### src/rtl/eth_mac_tx_framer.sv
// Byte-wide Ethernet II transmit framer: preamble, SFD, header, payload,
// zero pad and FCS on a GMII-style bus, followed by the inter-frame gap.
module eth_mac_tx_framer #(
    parameter logic [47:0] SRC_MAC     = 48'h00_0A_35_01_FE_C0,
    parameter int          MIN_PAYLOAD = 46,
    parameter int          MAX_PAYLOAD = 1500,
    parameter int          IFG_BYTES   = 12
) (
    input  logic        clk,
    input  logic        reset_n,
    input  logic        tx_start,
    input  logic [15:0] tx_len,
    input  logic [47:0] dst_mac,
    input  logic [15:0] eth_type,
    output logic        data_req,
    input  logic [7:0]  data_in,
    output logic        tx_busy,
    output logic        tx_done,
    output logic        tx_err,
    output logic        gmii_tx_en,
    output logic [7:0]  gmii_txd,
    output logic        crc_init,
    output logic        crc_en,
    output logic [7:0]  crc_data,
    input  logic [31:0] crc_result
);

    typedef enum logic [2:0] {
        IDLE,
        PREAMBLE,
        SFD,
        HEADER,
        PAYLOAD,
        PAD,
        FCS,
        IFG
    } state_t;

    localparam logic [15:0] MIN_LEN  = 16'(MIN_PAYLOAD);
    localparam logic [15:0] MAX_LEN  = 16'(MAX_PAYLOAD);
    localparam logic [15:0] IFG_LAST = 16'(IFG_BYTES);

    state_t       state;
    logic [15:0]  cnt;
    logic [15:0]  len;
    logic [111:0] hdr;
    logic [7:0]   next_byte;
    logic         next_en;
    logic [15:0]  len_last;
    logic [15:0]  pad_last;
    logic         len_ok;

    assign len_last = len - 16'd1;
    assign pad_last = MIN_LEN - len - 16'd1;
    assign len_ok   = (tx_len != 16'd0) && (tx_len <= MAX_LEN);

    // Next-byte mux: this is the D input of gmii_txd and also the CRC byte.
    always_comb begin
        next_byte = 8'h00;
        next_en   = 1'b0;
        crc_en    = 1'b0;
        unique case (state)
            PREAMBLE: begin
                next_byte = 8'h55;
                next_en   = 1'b1;
            end
            SFD: begin
                next_byte = 8'hD5;
                next_en   = 1'b1;
            end
            HEADER: begin
                next_byte = hdr[111:104];
                next_en   = 1'b1;
                crc_en    = 1'b1;
            end
            PAYLOAD: begin
                next_byte = data_in;
                next_en   = 1'b1;
                crc_en    = 1'b1;
            end
            PAD: begin
                next_byte = 8'h00;
                next_en   = 1'b1;
                crc_en    = 1'b1;
            end
            FCS: begin
                next_en = 1'b1;
                unique case (cnt[1:0])
                    2'd0: next_byte = crc_result[7:0];
                    2'd1: next_byte = crc_result[15:8];
                    2'd2: next_byte = crc_result[23:16];
                    2'd3: next_byte = crc_result[31:24];
                    default: next_byte = 8'h00;
                endcase
            end
            default: begin
                next_byte = 8'h00;
            end
        endcase
    end

    assign crc_data = next_byte;
    assign crc_init = (state == SFD);

    // Upstream read leads the payload mux by one cycle to cover FIFO latency.
    assign data_req = ((state == HEADER) && (cnt == 16'd13))
                   || ((state == PAYLOAD) && (cnt != len_last));

    always_ff @(posedge clk or negedge reset_n) begin
        if (!reset_n) begin
            state      <= IDLE;
            cnt        <= 16'd0;
            len        <= 16'd0;
            hdr        <= '0;
            gmii_txd   <= 8'h00;
            gmii_tx_en <= 1'b0;
            tx_busy    <= 1'b0;
            tx_done    <= 1'b0;
            tx_err     <= 1'b0;
        end else begin
            gmii_txd   <= next_byte;
            gmii_tx_en <= next_en;
            tx_done    <= 1'b0;
            tx_err     <= 1'b0;
            unique case (state)
                IDLE: begin
                    if (tx_start && len_ok) begin
                        len     <= tx_len;
                        hdr     <= {dst_mac, SRC_MAC, eth_type};
                        tx_busy <= 1'b1;
                        cnt     <= 16'd0;
                        state   <= PREAMBLE;
                    end else if (tx_start) begin
                        tx_err <= 1'b1;
                    end
                end
                PREAMBLE: begin
                    if (cnt == 16'd6) begin
                        cnt   <= 16'd0;
                        state <= SFD;
                    end else begin
                        cnt <= cnt + 16'd1;
                    end
                end
                SFD: begin
                    cnt   <= 16'd0;
                    state <= HEADER;
                end
                HEADER: begin
                    hdr <= {hdr[103:0], 8'h00};
                    if (cnt == 16'd13) begin
                        cnt   <= 16'd0;
                        state <= PAYLOAD;
                    end else begin
                        cnt <= cnt + 16'd1;
                    end
                end
                PAYLOAD: begin
                    if (cnt == len_last) begin
                        cnt   <= 16'd0;
                        state <= (len < MIN_LEN) ? PAD : FCS;
                    end else begin
                        cnt <= cnt + 16'd1;
                    end
                end
                PAD: begin
                    if (cnt == pad_last) begin
                        cnt   <= 16'd0;
                        state <= FCS;
                    end else begin
                        cnt <= cnt + 16'd1;
                    end
                end
                FCS: begin
                    if (cnt == 16'd3) begin
                        cnt   <= 16'd0;
                        state <= IFG;
                    end else begin
                        cnt <= cnt + 16'd1;
                    end
                end
                IFG: begin
                    // First IFG cycle still shows the last FCS byte on the bus.
                    if (cnt == IFG_LAST) begin
                        cnt     <= 16'd0;
                        tx_busy <= 1'b0;
                        state   <= IDLE;
                    end else begin
                        cnt <= cnt + 16'd1;
                        if (cnt == IFG_LAST - 16'd1) begin
                            tx_done <= 1'b1;
                        end
                    end
                end
                default: begin
                    state <= IDLE;
                end
            endcase
        end
    end

endmodule
### config.mk
export PLATFORM = sky130hd
export DESIGN_NAME = eth_mac_tx_framer
export DESIGN_NICKNAME = d
export VERILOG_FILES = /design/src/rtl/eth_mac_tx_framer.sv
export SDC_FILE = /design/constraint.sdc
export NUM_CORES = 1
export LEC_CHECK = 0
export BUFFER_PORTS_ARGS = -buffer_cell sky130_fd_sc_hd__clkbuf_2
export CORE_UTILIZATION = 45
export CTS_CLUSTER_DIAMETER = 80
export DETAILED_ROUTE_END_ITERATION = 8
export PLACE_DENSITY = 0.66
export SLEW_MARGIN = 20
export SYNTH_ARGS = -nofsm -noshare
export SYNTH_HDL_FRONTEND = slang
export SYNTH_SLANG_ARGS = --single-unit
export TNS_END_PERCENT = 10
### constraint.sdc
create_clock -name clk -period 4.2 [get_ports clk]
set_input_delay 0 -clock clk [delete_from_list [all_inputs] [get_ports clk]]
set_output_delay 0 -clock clk [all_outputs]
set_load 0.005 [all_outputs]
==> impl_metrics.tcl, run 1 <==
set metrics [dict create \
    status "finished, final reports clean" \
    synth_ff_type "dfrtp_1" \
    cts_buffer_depth 2 \
    synth-compound-area-share_pct 17.9 \
    die_w_um 138 \
    rsz0062_at_grt "false" \
    fillers 1592 \
    cp.required_ns 4.51 \
    ir_drop_mv 0.534 \
    dp_cells 1314 \
    min_path_type "in2reg" \
    ant_nets 0 \
    track_usage_pct 26.5 \
    crit_type "reg2reg" \
    rr_startpoint "len[9]$_DFFE_PN0P_" \
    dieArea_um2 19000 \
    clock-skew-final_ns 0.0117 \
    fin_cells 1435 \
    fin_crit_ns 3.44 \
    slew_headroom_pct 33.0 \
    antenna_found_initial 0 \
    p_leak_nw 4.83 \
    grt_pass1_vias 7854 \
    overflow 0 \
    syn_inst 1006 \
    synth_area_um2 8280 \
    fmax_mhz 290 \
    async_flop_share_pct 100 \
    multi_input_area_um2 3960 \
    synth_fa_ha_area_share_pct 1.21 \
    layout_setup_ws_ns 0.756 \
    path_clk_slew_ns 0.06 \
    final_net_count 1324 \
    final_layout_size_suffix_gt1_share_pct 17.7 \
    area_delta_synth_final_pct 28.8 \
    num_rows 49 \
    core-area_um2 18000 \
    vias 8115 \
    hpwl_mm 15.2 \
    rr_worst_depth 8 \
    critPathCapture "state[0]$_DFFE_PN0P_" \
    crit_path_start "len[9]$_DFFE_PN0P_" \
    grt_max_degree 93 \
    drt-initial-drc-count 670 \
    final-setup-viol-count 0 \
    synth_top_area_share_pct 48.0 \
    yosysWarnings 0 \
    synth_nets 1137 \
    clk_latency_ns 0.43 \
    seq_area_um2 3980 \
    dr.pass1.iters 6 \
    start_util_pct 46.0 \
    setup_tns_ns 0 \
    r2r_setup_slack_ns 0.76 \
    maxCapViolCount 0 \
    io-pin-count 146 \
    synth_top_area_cell "dfrtp_1" \
    grt_pass1_wl_mm 38.9 \
    r2r-end "state[0]$_DFFE_PN0P_" \
    postCtsSetupBuffers 0 \
    slew_viol_final 0 \
    synth_edf_count 0 \
    arrival_ns 3.75 \
    syn_avg_cell_area_um2 8.23 \
    ys_types 70 \
    gp_congestion 0.947 \
    antenna_cells 0 \
    synthTopCellsByCount "nand2_1, dfrtp_1, nor2_1, clkbuf_1, o21ai_0" \
    die_h_um 138 \
    synthMuxAreaShare_pct 0.740 \
    post-route-period-util_pct 82.0 \
    clock-sinks 159 \
    critPathLaunchType "register" \
    seq_area_frac_synth_pct 48.0 \
    cts_tree "yes" \
    htree_levels 4 \
    synth.most_common_cell "nand2_1" \
    detail_route.wl_per_cell_um 16.7 \
    worst_slew_pin_slew_ns 1.01 \
    portBuffers 145 \
    post-route-util_pct 59.2 \
    postRouteWirelength_mm 24.0 \
    synth_xor_xnor_area_share_pct 2.75 \
    synthTopCellsByArea "dfrtp_1, nand2_1, nor2_1" \
    synth_top_family_by_area "simple AND/OR/NAND/NOR gates" \
    endpoint_kind "register" \
    cts_root_buf "clkbuf_16" \
    cts_buffers 17 \
    hold_viol 0 \
    synth_seq_cells 159 \
    crit_fanout 10 \
    yosys.area_share.simple_pct 24.7 \
    power_density_nw_per_um2 604 \
    drc 0 \
    pre_cts_ws_ns 0.767 \
    vias_per_cell 5.66 \
]
sequential cells by signal, indices dropped and copies added (netlist names):
| signal | flops |
|---|---|
| cnt | 16 |
| tx_busy | 1 |
| hdr | 112 |
| gmii_tx_en | 1 |
| len | 16 |
| gmii_txd | 8 |
| tx_err | 1 |
| state | 3 |
| tx_done | 1 |
worst max-delay path, stage by stage (launching register included):
cell	delay (ns)
dfrtp_1	0.49
or4_4	0.66
a2111oi_0	0.49
xnor2_1	0.18
nand4_1	0.10
or4_1	0.51
a41o_1	0.30
nor2_4	0.24
mux2_1	0.35
cell usage in the layout (no fill, tap or decap), types with 14 or more instances in the layout:
cell,n
a31oi_1,60
o21ai_0,70
nor2_1,111
clkbuf_2,144
clkbuf_16,17
dlygate4sd3_1,89
buf_4,14
dfrtp_1,159
nand2_1,282
a21oi_1,31
xnor2_1,18
stage by stage:
step | power (W) | hold WS (ns) | instance area [µm²]
after detailed placement | 0.00469 | 0.130 | 9150
after global routing | 0.00688 | 0.0304 | 10700
final | 0.00645 | 0.0296 | 10700
after floorplan | 0.00395 | -0.296 | 8280
after global placement | 0.00463 | 0.138 | 9150
after CTS | 0.00646 | 0.00115 | 10700
worst min path at each step:
stage / slack, ns / from / end / depth (start not counted)
detailed placement: 0.13 / reset_n / tx_done$_DFF_PN0_ / 1
floorplan: -0.30 / reset_n / cnt[0]$_DFFE_PN0P_ / 0
CTS: 0.001 / crc_result[0] / gmii_txd[0]$_DFF_PN0_ / 3
global route: 0.03 / crc_result[0] / gmii_txd[0]$_DFF_PN0_ / 3
finish: 0.03 / crc_result[0] / gmii_txd[0]$_DFF_PN0_ / 3
global placement: 0.14 / reset_n / tx_done$_DFF_PN0_ / 1
cell type report:
cell class                      count  area share (%)
Tap cell                          229            2.69
Clock buffer                       19            4.24
Inverter                           13           0.457
Clock inverter                     13            1.62
Timing Repair Buffer              250            16.6
Sequential cell                   159            37.3
Multi-Input combinational cell    752            37.1
metal layers:
metal | part of all wire (%) | GRT usage, %
met4 | 3.7 | 12.9
met5 | 0 | 0
met3 | 5.5 | 4.60
met1 | 43 | 34.6
met2 | 47 | 42.5
timing repair:
action / CTS / global route
resized for setup: 0 / 0
endpoints found under the hold margin: 170 / 0
hold buffers: 89 / 0
logic make-up (layout without fill, tap and decap cells):
family / after synthesis / after routing
AND/OR/NAND/NOR: 483 / 483
multiplexers: 6 / 6
buffers and inverters: 95 / 295
adder cells (fa/ha/maj): 8 / 8
XOR/XNOR: 26 / 26
flip-flops: 159 / 159
AO/OA/AOI/OAI: 229 / 229
report_power, final:
group	internal, W	leakage [nW]	switching (W)
clock	0.000981	0.305	0.000671
sequential	0.00209	1.86	0.000415
combinational	0.000947	2.66	0.00135
No activity file was read; power rests on OpenSTA's default activity.
==> inputs of run 2 (changes only) <==
--- a/config.mk
+++ b/config.mk
@@ -9,7 +9,7 @@
 export CORE_UTILIZATION = 45
 export CTS_CLUSTER_DIAMETER = 80
 export DETAILED_ROUTE_END_ITERATION = 8
-export PLACE_DENSITY = 0.66
+export PLACE_DENSITY = 0.69
 export SLEW_MARGIN = 20
 export SYNTH_ARGS = -nofsm -noshare
 export SYNTH_HDL_FRONTEND = slang
==> constraint.sdc (replaced) <==
create_clock -name clk -period 3.09 [get_ports clk]
set_input_delay 0 -clock clk [delete_from_list [all_inputs] [get_ports clk]]
set_output_delay 0 -clock clk [all_outputs]
set_load 0.005 [all_outputs]
==> impl_metrics.tcl, run 2 (same netlist as run 1, synthesis figures left out) <==
set metrics [dict create \
    status "finished, final reports clean" \
    min_path_type "in2reg" \
    vias_per_cell 5.54 \
    ant_nets 0 \
    slew_viol_final 0 \
    cp_slowest_cell "a2111oi_4" \
    crit_fanout 10 \
    fin_crit_ns 3.02 \
    final-setup-viol-count 0 \
    hold_viol 0 \
    antenna_cells 0 \
    crit_path_start "len[7]$_DFFE_PN0P_" \
    maxCapViolCount 0 \
    fmax_mhz 331 \
    arrival_ns 3.02 \
    largest_reg_flops 112 \
    crit_top_cell "buf_4" \
    postRouteWirelength_mm 24.5 \
    critPathLaunchType "register" \
    fin_cells 1458 \
    grt_pass1_wl_mm 39.2 \
    io-pin-count 146 \
    crit_buf_inv 4 \
    ir_drop_mv 0.403 \
    vias 8079 \
    path_clk_slew_ns 0.07 \
    cts_tree "yes" \
    worst_slew_pin_slew_ns 0.985 \
    final_net_count 1348 \
    gp_congestion 0.879 \
    die_w_um 138 \
    top_regs "hdr (112), cnt (16), len (16)" \
    rsz0062_at_grt "true" \
    cpPeakStageDelay_ns 0.44 \
    grt_max_degree 113 \
    cts_buffers 17 \
    dr.pass1.iters 8 \
    overflow 0 \
    rr_startpoint "len[7]$_DFFE_PN0P_" \
    layout_common_cells "nand2_1, dfrtp_1, clkbuf_2" \
    detail_route.wl_per_cell_um 16.8 \
    hold-worst-slack_ns 0.0392 \
    die_h_um 138 \
    core-area_um2 18000 \
    drc 0 \
    clock-skew-final_ns 0.00915 \
    crit_chain "buf_4 > or3_1 > buf_4 > nor4_2 > buf_4 > o211a_1 > o22ai_2 > a2111oi_4 > o22ai_2 > clkbuf_2" \
    clk_latency_ns 0.43 \
    crit_type "reg2out" \
    drt-initial-drc-count 657 \
    path_delay_family "compound AO/OA/AOI/OAI gates" \
    portBuffers 145 \
    top_register "hdr" \
    post-route-period-util_pct 97.7 \
    p_leak_nw 4.93 \
    power_density_nw_per_um2 808 \
    htree_levels 4 \
    hpwl_mm 15.5 \
    endpoint_kind "primary output" \
    area_delta_synth_final_pct 31.9 \
    r2r_setup_slack_ns 0.10 \
    path_depth 10 \
    antenna_found_initial 0 \
    rr_worst_depth 11 \
    fillers 1593 \
    clock-sinks 159 \
    final_layout_size_suffix_gt1_share_pct 20.0 \
    grt_pass1_vias 7650 \
    cts_buffer_depth 2 \
    cts_root_buf "clkbuf_16" \
    start_util_pct 46.0 \
    dieArea_um2 19000 \
    final_common_cell "nand2_1" \
    seq_area_um2 3980 \
    multi_input_area_um2 4050 \
    track_usage_pct 27.0 \
    slew_headroom_pct 34.3 \
    cp.required_ns 3.09 \
    r2r-end "state[0]$_DFFE_PN0P_" \
    dp_cells 1334 \
    critPathCapture "data_req" \
    num_rows 49 \
]
## run 2: changes by cell type in the layout (fill, tap and decap cells not counted), moves of 3 or more
cell       before  now
buf_4          14   34
o21ai_0        70   64
clkinv_4        0    3
o21ai_1         2    8
a2111oi_0       3    0
## run 2: metal layers
layer  track usage [%]  part of all wire [%]  routed length [µm]  vias up
met3              5.33                   5.1                1240       38
li1                  -                     -                   -     3900
met1              35.7                    44               10800     3869
met4              8.79                   2.0                 499        0
met2              44.1                    49               12000      272
met5                 0                     0                   0        -
## run 2: how the worst min path moves through the flow
stage | startpoint | end | cells past startpoint
global placement | reset_n | gmii_txd[7]$_DFF_PN0_ | 1
global route | crc_result[4] | gmii_txd[4]$_DFF_PN0_ | 3
finish | crc_result[4] | gmii_txd[4]$_DFF_PN0_ | 3
detailed placement | reset_n | hdr[106]$_DFFE_PN0P_ | 1
floorplan | reset_n | cnt[0]$_DFFE_PN0P_ | 0
CTS | crc_result[4] | gmii_txd[4]$_DFF_PN0_ | 3
## run 2: area by class of cell
cell class / instances / area share (%)
Clock buffer: 18 / 3.93
Clock inverter: 13 / 1.42
Inverter: 13 / 0.447
Multi-Input combinational cell: 752 / 37.0
Sequential cell: 159 / 36.4
Tap cell: 229 / 2.62
Timing Repair Buffer: 274 / 18.1
## run 2: what timing repair did
action / 4_1_cts / 5_1_grt
hold buffers: 89 / 0
buffers inserted: 0 / 4
hold endpoints to repair: 158 / 0
endpoints found under the setup margin: 0 / 17
resized for setup: 0 / 23
## run 2: metrics by stage
step	utilization (%)	cell area, µm²	TNS, ns	total power (W)	setup WS [ns]
detailed placement	51.8	9340	0	0.00644	0.0513
global route	60.6	10900	-0.0666	0.00943	-0.0453
global placement	51.8	9340	0	0.00638	0.109
finish	60.6	10900	0	0.00883	0.0726
floorplan	-	8290	0	0.00537	0.00266
CTS	60.0	10800	0	0.00873	0.0296
## run 2: power by group
| group | switching [W] | internal, W | leakage, nW |
|---|---|---|---|
| Sequential | 0.000457 | 0.00284 | 1.86 |
| Combinational | 0.00198 | 0.00143 | 2.79 |
| Clock | 0.000923 | 0.00121 | 0.281 |
## run 2: worst register-to-register path: stages, from the launching register on
cell and delay [ns]:
dfrtp_1 0.38, buf_4 0.18, or3_1 0.40, buf_4 0.18, nor4_2 0.25, buf_4 0.17, o211a_1 0.19, o22ai_2 0.10
a2111oi_4 0.44, nor2_2 0.11, nor2_4 0.13, mux2_1 0.34
==> inputs of run 3 (changes only) <==
--- a/config.mk
+++ b/config.mk
@@ -7,6 +7,7 @@
 export LEC_CHECK = 0
 export BUFFER_PORTS_ARGS = -buffer_cell sky130_fd_sc_hd__clkbuf_2
 export CORE_UTILIZATION = 45
+export CTS_BUF_LIST = sky130_fd_sc_hd__clkbuf_4
 export CTS_CLUSTER_DIAMETER = 80
 export DETAILED_ROUTE_END_ITERATION = 8
 export PLACE_DENSITY = 0.69
==> impl_metrics.tcl, run 3 (same netlist as run 1, synthesis figures left out) <==
set metrics [dict create \
    cp_slowest_cell "or4_4" \
    worst_slew_pin_slew_ns 1.00 \
    cts_root_buf "clkbuf_4" \
    io-pin-count 146 \
    crit_buf_inv 2 \
    maxCapViolCount 0 \
    crit_fanout 14 \
    clk_latency_ns 0.55 \
    status "finished, final reports clean" \
    antenna_found_initial 0 \
    post-route-util_pct 59.5 \
    final_net_count 1353 \
    cpPeakStageDelay_ns 0.51 \
    min_path_type "in2async" \
    rr_startpoint "len[10]$_DFFE_PN0P_" \
    crit_path_start "len[10]$_DFFE_PN0P_" \
    post-route-period-util_pct 99.6 \
    endpoint_kind "register" \
    r2r-end "cnt[14]$_DFFE_PN0P_" \
    grt_max_degree 113 \
    power_density_nw_per_um2 757 \
    arrival_ns 3.50 \
    crit_type "reg2reg" \
    final_common_cell "nand2_1" \
    cts_tree "yes" \
    postRouteWirelength_mm 24.5 \
    hold-worst-slack_ns 0.0594 \
    rsz0062_at_grt "true" \
    num_rows 49 \
    fin_cells 1463 \
    ir_drop_mv 0.338 \
    critPathLaunchType "register" \
    portBuffers 145 \
    vias_per_cell 5.51 \
    die_w_um 138 \
    detail_route.wl_per_cell_um 16.8 \
    hold_viol 0 \
    vias 8061 \
    drc 0 \
    htree_levels 4 \
    critPathCapture "cnt[14]$_DFFE_PN0P_" \
    path_clk_slew_ns 0.16 \
    core-area_um2 18000 \
    gp_congestion 0.879 \
    grt_pass1_wl_mm 39.0 \
    fmax_mhz 325 \
    clock-skew-final_ns 0.0295 \
    hpwl_mm 15.5 \
    die_h_um 138 \
    grt_pass1_vias 7691 \
    area_delta_synth_final_pct 29.4 \
    slew_headroom_pct 33.0 \
    overflow 0 \
    cp.required_ns 3.51 \
    dr.pass1.iters 8 \
    start_util_pct 46.0 \
    top_regs "hdr (112), cnt (16), len (16)" \
    track_usage_pct 26.7 \
    layout_common_cells "nand2_1, dfrtp_1, clkbuf_2" \
    slew_viol_final 0 \
    antenna_cells 0 \
    drt-initial-drc-count 631 \
    largest_reg_flops 112 \
    final-setup-viol-count 0 \
    rr_worst_depth 10 \
    dieArea_um2 19000 \
    path_depth 10 \
    top_register "hdr" \
    ant_nets 0 \
    fin_crit_ns 3.08 \
    final_layout_size_suffix_gt1_share_pct 20.5 \
    path_delay_family "simple AND/OR/NAND/NOR gates" \
    clock-sinks 159 \
    dp_cells 1334 \
    cts_buffer_depth 2 \
    p_leak_nw 4.82 \
    crit_chain "or4_4 > buf_6 > a2111oi_4 > xnor2_1 > nand4_1 > or4_4 > a41o_1 > buf_6 > o21ai_1 > o211ai_1" \
    cts_buffers 17 \
    r2r_setup_slack_ns 0.01 \
]
==> run 3: changes by cell type in the layout (fill, tap and decap cells not counted), moves of 2 or more <==
cell,previous run,this run
clkbuf_4,0,18
ha_2,1,3
clkbuf_16,17,0
ha_1,7,4
dlygate4sd3_1,89,94
==> run 3: final cells by class <==
| class | instances | area [µm²] |
|---|---|---|
| flip-flops and latches | 159 | 3980 |
| fillers | 1624 | 7300 |
| clock buffers | 18 | 135 |
| well taps | 229 | 287 |
| repair buffers | 279 | 2030 |
| inverters | 13 | 48.8 |
| multi-input cells | 752 | 4090 |
| clock inverters | 13 | 155 |
==> run 3: power by group <==
group          leakage, nW  switching, W  internal [W]
clock network        0.153      0.000821      0.000506
registers             1.86      0.000458       0.00283
logic                 2.81       0.00200       0.00150
total                 4.82       0.00328       0.00484
==> run 3: per-layer routing <==
metal	up-vias	share of wire, %	GRT usage, %
met5	-	0	0
met4	0	2.2	9.28
met2	266	49	43.9
li1	3899	-	-
met3	37	5.0	4.30
met1	3859	44	35.6
==> run 3: per-stage QoR <==
step / power (W) / TNS [ns] / setup WS, ns / cell area (µm²)
4_1_cts: 0.00806 / -0.0154 / -0.0154 / 10600
3_3_place_gp: 0.00638 / 0 / 0.109 / 9340
6_report: 0.00812 / 0 / 0.0112 / 10700
2_1_floorplan: 0.00537 / 0 / 0.00266 / 8290
3_5_place_dp: 0.00644 / 0 / 0.0513 / 9340
5_1_grt: 0.00871 / -0.706 / -0.107 / 10700
==> run 3: worst register-to-register path: stages, from the launching register on <==
cell and delay, ns:
dfrtp_1 0.43, or4_4 0.51, buf_6 0.17, a2111oi_4 0.28, xnor2_1 0.15, nand4_1 0.11, or4_4 0.50, a41o_1 0.31
buf_6 0.17, o21ai_1 0.18, o211ai_1 0.13
==> run 3: worst min path at each step <==
stage / end / slack [ns] / cells past startpoint
floorplan: cnt[0]$_DFFE_PN0P_ / -0.30 / 0
global placement: gmii_txd[7]$_DFF_PN0_ / 0.1 / 1
detailed placement: hdr[106]$_DFFE_PN0P_ / 0.09 / 1
CTS: len[8]$_DFFE_PN0P_ / 0.03 / 2
global route: hdr[92]$_DFFE_PN0P_ / 0.09 / 2
finish: gmii_txd[3]$_DFF_PN0_ / 0.06 / 2
==> run 3: repair_timing <==
action | CTS | global route
cloned | 0 | 0
hold buffers | 94 | 0
setup endpoints to repair | 1 | 22
buffers inserted | 4 | 0
endpoints found under the hold margin | 192 | 0
pin swaps | 6 | 4
gates resized for setup | 8 | 25
